===== src/rtl/prod_accum_if.sv =====
// Product-in / frame-sum-out handshake bundle for prod_accum.
// slave = accumulator side, master = producer/consumer side.
interface prod_accum_if #(
  parameter int PROD_W = 8,
  parameter int ACC_W  = 10
);
  logic              in_valid;
  logic              in_ready;
  logic [PROD_W-1:0] in_prod;
  logic              out_valid;
  logic              out_ready;
  logic [ACC_W-1:0]  out_sum;
  logic              out_ovf;

  modport slave (
    input  in_valid, in_prod, out_ready,
    output in_ready, out_valid, out_sum, out_ovf
  );

  modport master (
    output in_valid, in_prod, out_ready,
    input  in_ready, out_valid, out_sum, out_ovf
  );
endinterface


===== src/rtl/prod_accum.sv =====
// Sums FRAME_LEN products per frame and holds the result until the consumer takes it.
// Build with PROD_ACCUM_SAT_EN defined to clamp on overflow instead of wrapping.
module prod_accum #(
  parameter int PROD_W    = 8,
  parameter int ACC_W     = 10,
  parameter int FRAME_LEN = 4
) (
  input  logic       clk,
  input  logic       rst_n,
  input  logic       clear,
  prod_accum_if.slave bus
);
  localparam int               CNT_W    = $clog2(FRAME_LEN) + 1;
  localparam logic [CNT_W-1:0] LAST_CNT = CNT_W'(FRAME_LEN - 1);
  localparam logic [ACC_W-1:0] ACC_MAX  = '1;

  typedef enum logic {ST_ACCUM, ST_HOLD} state_t;

  state_t           state_q;
  logic [ACC_W-1:0] acc_q, acc_d;
  logic [CNT_W-1:0] cnt_q;
  logic             ovf_q, ovf_d;
  logic             out_valid_q;
  logic [ACC_W-1:0] out_sum_q;
  logic             out_ovf_q;

  logic [ACC_W:0]   add_full;
  logic             accept;

  assign bus.in_ready  = (state_q == ST_ACCUM) && !clear;
  assign bus.out_valid = out_valid_q;
  assign bus.out_sum   = out_sum_q;
  assign bus.out_ovf   = out_ovf_q;

  assign accept   = bus.in_valid && bus.in_ready;
  assign add_full = {1'b0, acc_q} + {{(ACC_W + 1 - PROD_W){1'b0}}, bus.in_prod};
  assign ovf_d    = ovf_q | add_full[ACC_W];

`ifdef PROD_ACCUM_SAT_EN
  // Once the frame has overflowed the accumulator stays pinned at full scale.
  assign acc_d = ovf_d ? ACC_MAX : add_full[ACC_W-1:0];
`else
  assign acc_d = add_full[ACC_W-1:0];
`endif

  always_ff @(posedge clk or negedge rst_n) begin
    if (!rst_n) begin
      state_q     <= ST_ACCUM;
      acc_q       <= '0;
      cnt_q       <= '0;
      ovf_q       <= 1'b0;
      out_valid_q <= 1'b0;
      out_sum_q   <= '0;
      out_ovf_q   <= 1'b0;
    end else if (clear) begin
      // out_sum/out_ovf keep their last value; only the pending valid is dropped.
      state_q     <= ST_ACCUM;
      acc_q       <= '0;
      cnt_q       <= '0;
      ovf_q       <= 1'b0;
      out_valid_q <= 1'b0;
    end else begin
      case (state_q)
        ST_ACCUM: begin
          if (accept) begin
            if (cnt_q == LAST_CNT) begin
              out_sum_q   <= acc_d;
              out_ovf_q   <= ovf_d;
              out_valid_q <= 1'b1;
              acc_q       <= '0;
              cnt_q       <= '0;
              ovf_q       <= 1'b0;
              state_q     <= ST_HOLD;
            end else begin
              acc_q <= acc_d;
              cnt_q <= cnt_q + 1'b1;
              ovf_q <= ovf_d;
            end
          end
        end
        ST_HOLD: begin
          if (out_valid_q && bus.out_ready) begin
            out_valid_q <= 1'b0;
            state_q     <= ST_ACCUM;
          end
        end
      endcase
    end
  end

  a_hold_stable: assert property (@(posedge clk) disable iff (!rst_n)
    (out_valid_q && !bus.out_ready && !clear) |=> (out_valid_q && $stable(out_sum_q) && $stable(out_ovf_q)));

  a_cnt_range: assert property (@(posedge clk) disable iff (!rst_n) cnt_q <= LAST_CNT);

endmodule


===== src/flat_wrapper.sv =====
// flat-port wrapper written by rule: the top's interface ports become plain ports
module prod_accum_flat 
#(
  parameter int PROD_W    = 8,
  parameter int ACC_W     = 10,
  parameter int FRAME_LEN = 4
)
  (clk, rst_n, clear, bus_in_valid, bus_in_prod, bus_out_ready, bus_in_ready, bus_out_valid, bus_out_sum, bus_out_ovf);
  prod_accum_if #(.PROD_W(PROD_W), .ACC_W(ACC_W)) bus_i ();
  input  logic clk;
  input  logic rst_n;
  input  logic clear;
  input wire logic [$bits(bus_i.in_valid)-1:0] bus_in_valid;
  input wire logic [$bits(bus_i.in_prod)-1:0] bus_in_prod;
  input wire logic [$bits(bus_i.out_ready)-1:0] bus_out_ready;
  output wire logic [$bits(bus_i.in_ready)-1:0] bus_in_ready;
  output wire logic [$bits(bus_i.out_valid)-1:0] bus_out_valid;
  output wire logic [$bits(bus_i.out_sum)-1:0] bus_out_sum;
  output wire logic [$bits(bus_i.out_ovf)-1:0] bus_out_ovf;
  assign bus_i.in_valid = bus_in_valid;
  assign bus_i.in_prod = bus_in_prod;
  assign bus_i.out_ready = bus_out_ready;
  assign bus_in_ready = bus_i.in_ready;
  assign bus_out_valid = bus_i.out_valid;
  assign bus_out_sum = bus_i.out_sum;
  assign bus_out_ovf = bus_i.out_ovf;
  prod_accum #(.PROD_W(PROD_W), .ACC_W(ACC_W), .FRAME_LEN(FRAME_LEN)) u_core (.clk(clk), .rst_n(rst_n), .clear(clear), .bus(bus_i));
endmodule

===== config.mk =====
export PLATFORM = sky130hd
export DESIGN_NAME = prod_accum_flat
export DESIGN_NICKNAME = d
export VERILOG_FILES = /design/src/rtl/prod_accum_if.sv /design/src/rtl/prod_accum.sv /design/src/flat_wrapper.sv
export SDC_FILE = /design/constraint.sdc
export NUM_CORES = 1
export LEC_CHECK = 0
export BUFFER_PORTS_ARGS = -buffer_cell sky130_fd_sc_hd__buf_2
export CAP_MARGIN = 20
export CORE_UTILIZATION = 50
export DETAILED_ROUTE_END_ITERATION = 16
export GPL_TIMING_DRIVEN = 0
export MAX_ROUTING_LAYER = met4
export PLACE_DENSITY = 0.73
export RECOVER_POWER = 50
export REMOVE_ABC_BUFFERS = 1
export SLEW_MARGIN = 20
export SYNTH_ARGS = -nofsm -noshare
export SYNTH_HDL_FRONTEND = slang
export SYNTH_SLANG_ARGS = --single-unit

===== constraint.sdc =====
create_clock -name clk -period 2.4 [get_ports clk]
set_clock_uncertainty 0.1 [all_clocks]
set_input_delay 0.12 -clock clk [delete_from_list [all_inputs] [get_ports clk]]
set_output_delay 0.12 -clock clk [all_outputs]
set_load 0.1 [all_outputs]

==> out/qor.yml <==
holdCritPathClass: "in -> reg"
finalMaxSlewViolations: 0
fin_crit_sh_pct: 89.9
ys.flop_type: "dfrtp_1"
p_switching_mw: 0.699
async_flop_share_pct: 100
post-route-min-period_ns: 2.16
synth_edf_count: 0
cts_sinks: 27
syn_inst: 144
hold_violations: 0
ys_seq_elements: 27
outcome: "completed"
synth_top_area_share_pct: 45.5
drive_gt1_share_pct: 19.0
path_max_fanout: 5
crit_path_start_kind: "register"
io_buffers: 25
required_ns: 2.54
hpwl_um: 2330
antenna_found_initial: 0
endpoint_kind: "register"
htree_num_levels: 1
drtIter0Drc: 36
holdWs_ns: 0.0808
tns_ns: 0
viasPerCell: 5.95
grt_pass1_wl_um: 5480
num_vias: 1219
io_pins: 26
max_freq_mhz: 463
r2r_cells: 7
worst_slew_pin_slew_ns: 1.45
grt_usage_pct: 22.6
yosys.area.top_type: "dfrtp_1"
design.core.area_um2: 2780
r2r-end: "u_core.bus.out_sum[8]$_DFFE_PN0P_"
cts_tree: "built"
finalSetupViolations: 0
clkPwrFrac_pct: 13.8
peakVddDrop_v: 0.000606
drt_pass1_iterations: 4
ys_top_cells_by_count: "27 x dfrtp_1, 11 x nand2_1, 11 x o21ai_0"
post_cts_buffers: 0
grt-ovfl-total: 0
fin_nets: 198
power_density_nw_per_um2: 859
path_class: "reg -> reg"
drt_drc_violations_left: 0
rows: 19
synth.avg_cell_area_um2: 10.3
ys_seq_area_share_pct: 45.5
hold_depth: 4
num_antenna_cells: 0
crit_arrival_ns: 2.30
wl_per_cell_um: 15.6
rr_startpoint: "u_core.acc_q[0]$_DFFE_PN0P_"
yosysUniqueCellTypes: 37
rsz0062_at_grt: "no"
holdCritStartpoint: "bus_in_prod[0]"
power_leakage_nw: 0.817
finalPower_mw: 1.45
yosysMostFrequentCell: "dfrtp_1"
p_sw_share_pct: 48.2
cts_made_buffers: 3
r2r_setup_slack_ns: 0.24
synth.area.top_cells: "dfrtp_1 46%, ha_1 7.6%, o21ai_0 3.7%"
die_x_um: 56.5
wl_um: 3200
clock_path_buffers: 2
yosys_warnings: 0
area_growth_pct: 13.7
die_area_um2: 3190
netlist_area_um2: 1480
cts.reportedPaths.clkPinSlew_ns: 0.15
p_int_mw: 0.751
clock_latency_ns: 0.32
cap_violations: 0
slew_headroom_pct: 3.54
die_h_um: 56.5
grt_pass1_vias: 1282
ant_nets: 0
grt_max_degree: 28
initial_core_util_pct: 53.4
gp_congestion: 0.801
whs_endpoint: "u_core.bus.out_sum[0]$_DFFE_PN0P_"
ctsRootBufferMaster: "clkbuf_4"
combPwrFrac_pct: 46.5
p_seq_share_pct: 39.7
==> layout by cell type, fill, tap and decap left out, types with 4 or more instances in the layout <==
master / Yosys / layout
a22o_1: 5 / 5
buf_2: 0 / 19
o21ai_0: 11 / 11
clkbuf_1: 1 / 6
inv_1: 7 / 7
ha_1: 9 / 9
nand2_1: 11 / 11
mux2_2: 4 / 4
dfrtp_1: 27 / 27
nand2b_1: 4 / 4
a21oi_1: 7 / 7
nor2_1: 8 / 8
a21o_1: 4 / 4
o211ai_1: 4 / 4
==> critical path, stage by stage (launching register included) <==
cell and delay [ns]:
dfrtp_1 0.39, ha_1 0.19, inv_1 0.07, fa_1 0.41
nand2b_1 0.21, a211oi_2 0.37, nor3_1 0.10, o31ai_1 0.24
==> registers in the layout, summed over array words and instances (netlist names) <==
register	flops
u_core.acc_q	10
u_core.bus.out_sum	10
u_core.cnt_q	3
u_core.bus.out_ovf	1
u_core.bus.out_valid	1
u_core.ovf_q	1
u_core.state_q	1
==> cell type report <==
cell class | instances | area (um^2)
timing repair buffer | 28 | 148
inverter | 7 | 26.3
sequential | 27 | 676
multi-input combinational | 108 | 772
clock inverter | 1 | 5.00
clock buffer | 3 | 22.5
fill | 248 | 1090
tap | 31 | 38.8
==> repair_timing <==
item / 4_1_cts / 5_1_grt
hold buffers: 2 / 1
resized for setup: 0 / 1
hold endpoints to repair: 29 / 1
endpoints found under the setup margin: 0 / 4
==> through the flow <==
step | instances | util, % | worst slack, ns | instance area, um^2
after floorplan | 142 | - | 0.383 | 1470
after global placement | 198 | 58.7 | 0.144 | 1630
after detailed placement | 198 | 58.7 | 0.0921 | 1630
after CTS | 204 | 60.4 | 0.0653 | 1680
after global routing | 205 | 60.7 | 0.0853 | 1690
final | 205 | 60.7 | 0.242 | 1690
==> layer usage <==
| layer | routed length, um | vias to the layer above | GRT usage [%] | share of wire, % |
|---|---|---|---|---|
| met2 | 1650 | 29 | 40.7 | 51 |
| met1 | 1420 | 595 | 26.6 | 44 |
| met4 | 20 | 0 | 6.27 | 0.63 |
| met3 | 111 | 2 | 2.53 | 3.5 |
| met5 | 0 | - | - | 0 |
| li1 | - | 593 | - | - |
==> power groups by stage <==
stage,Combinational [mW],Clock (mW),Sequential [mW]
after floorplan,0.232,0,0.902
after global placement,0.665,0,0.578
after detailed placement,0.675,0,0.584
after CTS,0.681,0.205,0.575
after global routing,0.721,0.218,0.586
final,0.674,0.200,0.575
==> worst max path at each step <==
stage                                     start                                 to  slack [ns]  cells past startpoint
floorplan           u_core.acc_q[0]$_DFFE_PN0P_        u_core.acc_q[8]$_DFFE_PN0P_        0.38                      7
global placement    u_core.acc_q[0]$_DFFE_PN0P_           u_core.ovf_q$_DFFE_PN0P_        0.14                      7
detailed placement  u_core.acc_q[0]$_DFFE_PN0P_           u_core.ovf_q$_DFFE_PN0P_        0.09                      7
CTS                 u_core.acc_q[0]$_DFFE_PN0P_           u_core.ovf_q$_DFFE_PN0P_        0.07                      7
global route        u_core.acc_q[0]$_DFFE_PN0P_  u_core.bus.out_sum[6]$_DFFE_PN0P_        0.09                      7
finish              u_core.acc_q[0]$_DFFE_PN0P_  u_core.bus.out_sum[8]$_DFFE_PN0P_        0.24                      7
==> logic make-up after synthesis <==
logic type | share of synthesized area, %
and+or+nand+nor | 14.2
AOI/OAI and AO/OA | 21.8
muxes | 4.38
DFF | 45.5
adders and majority gates | 8.94
xor gates and xnor gates | 2.36
buffers and inverters | 2.78
(Power assumes the default switching activity.)
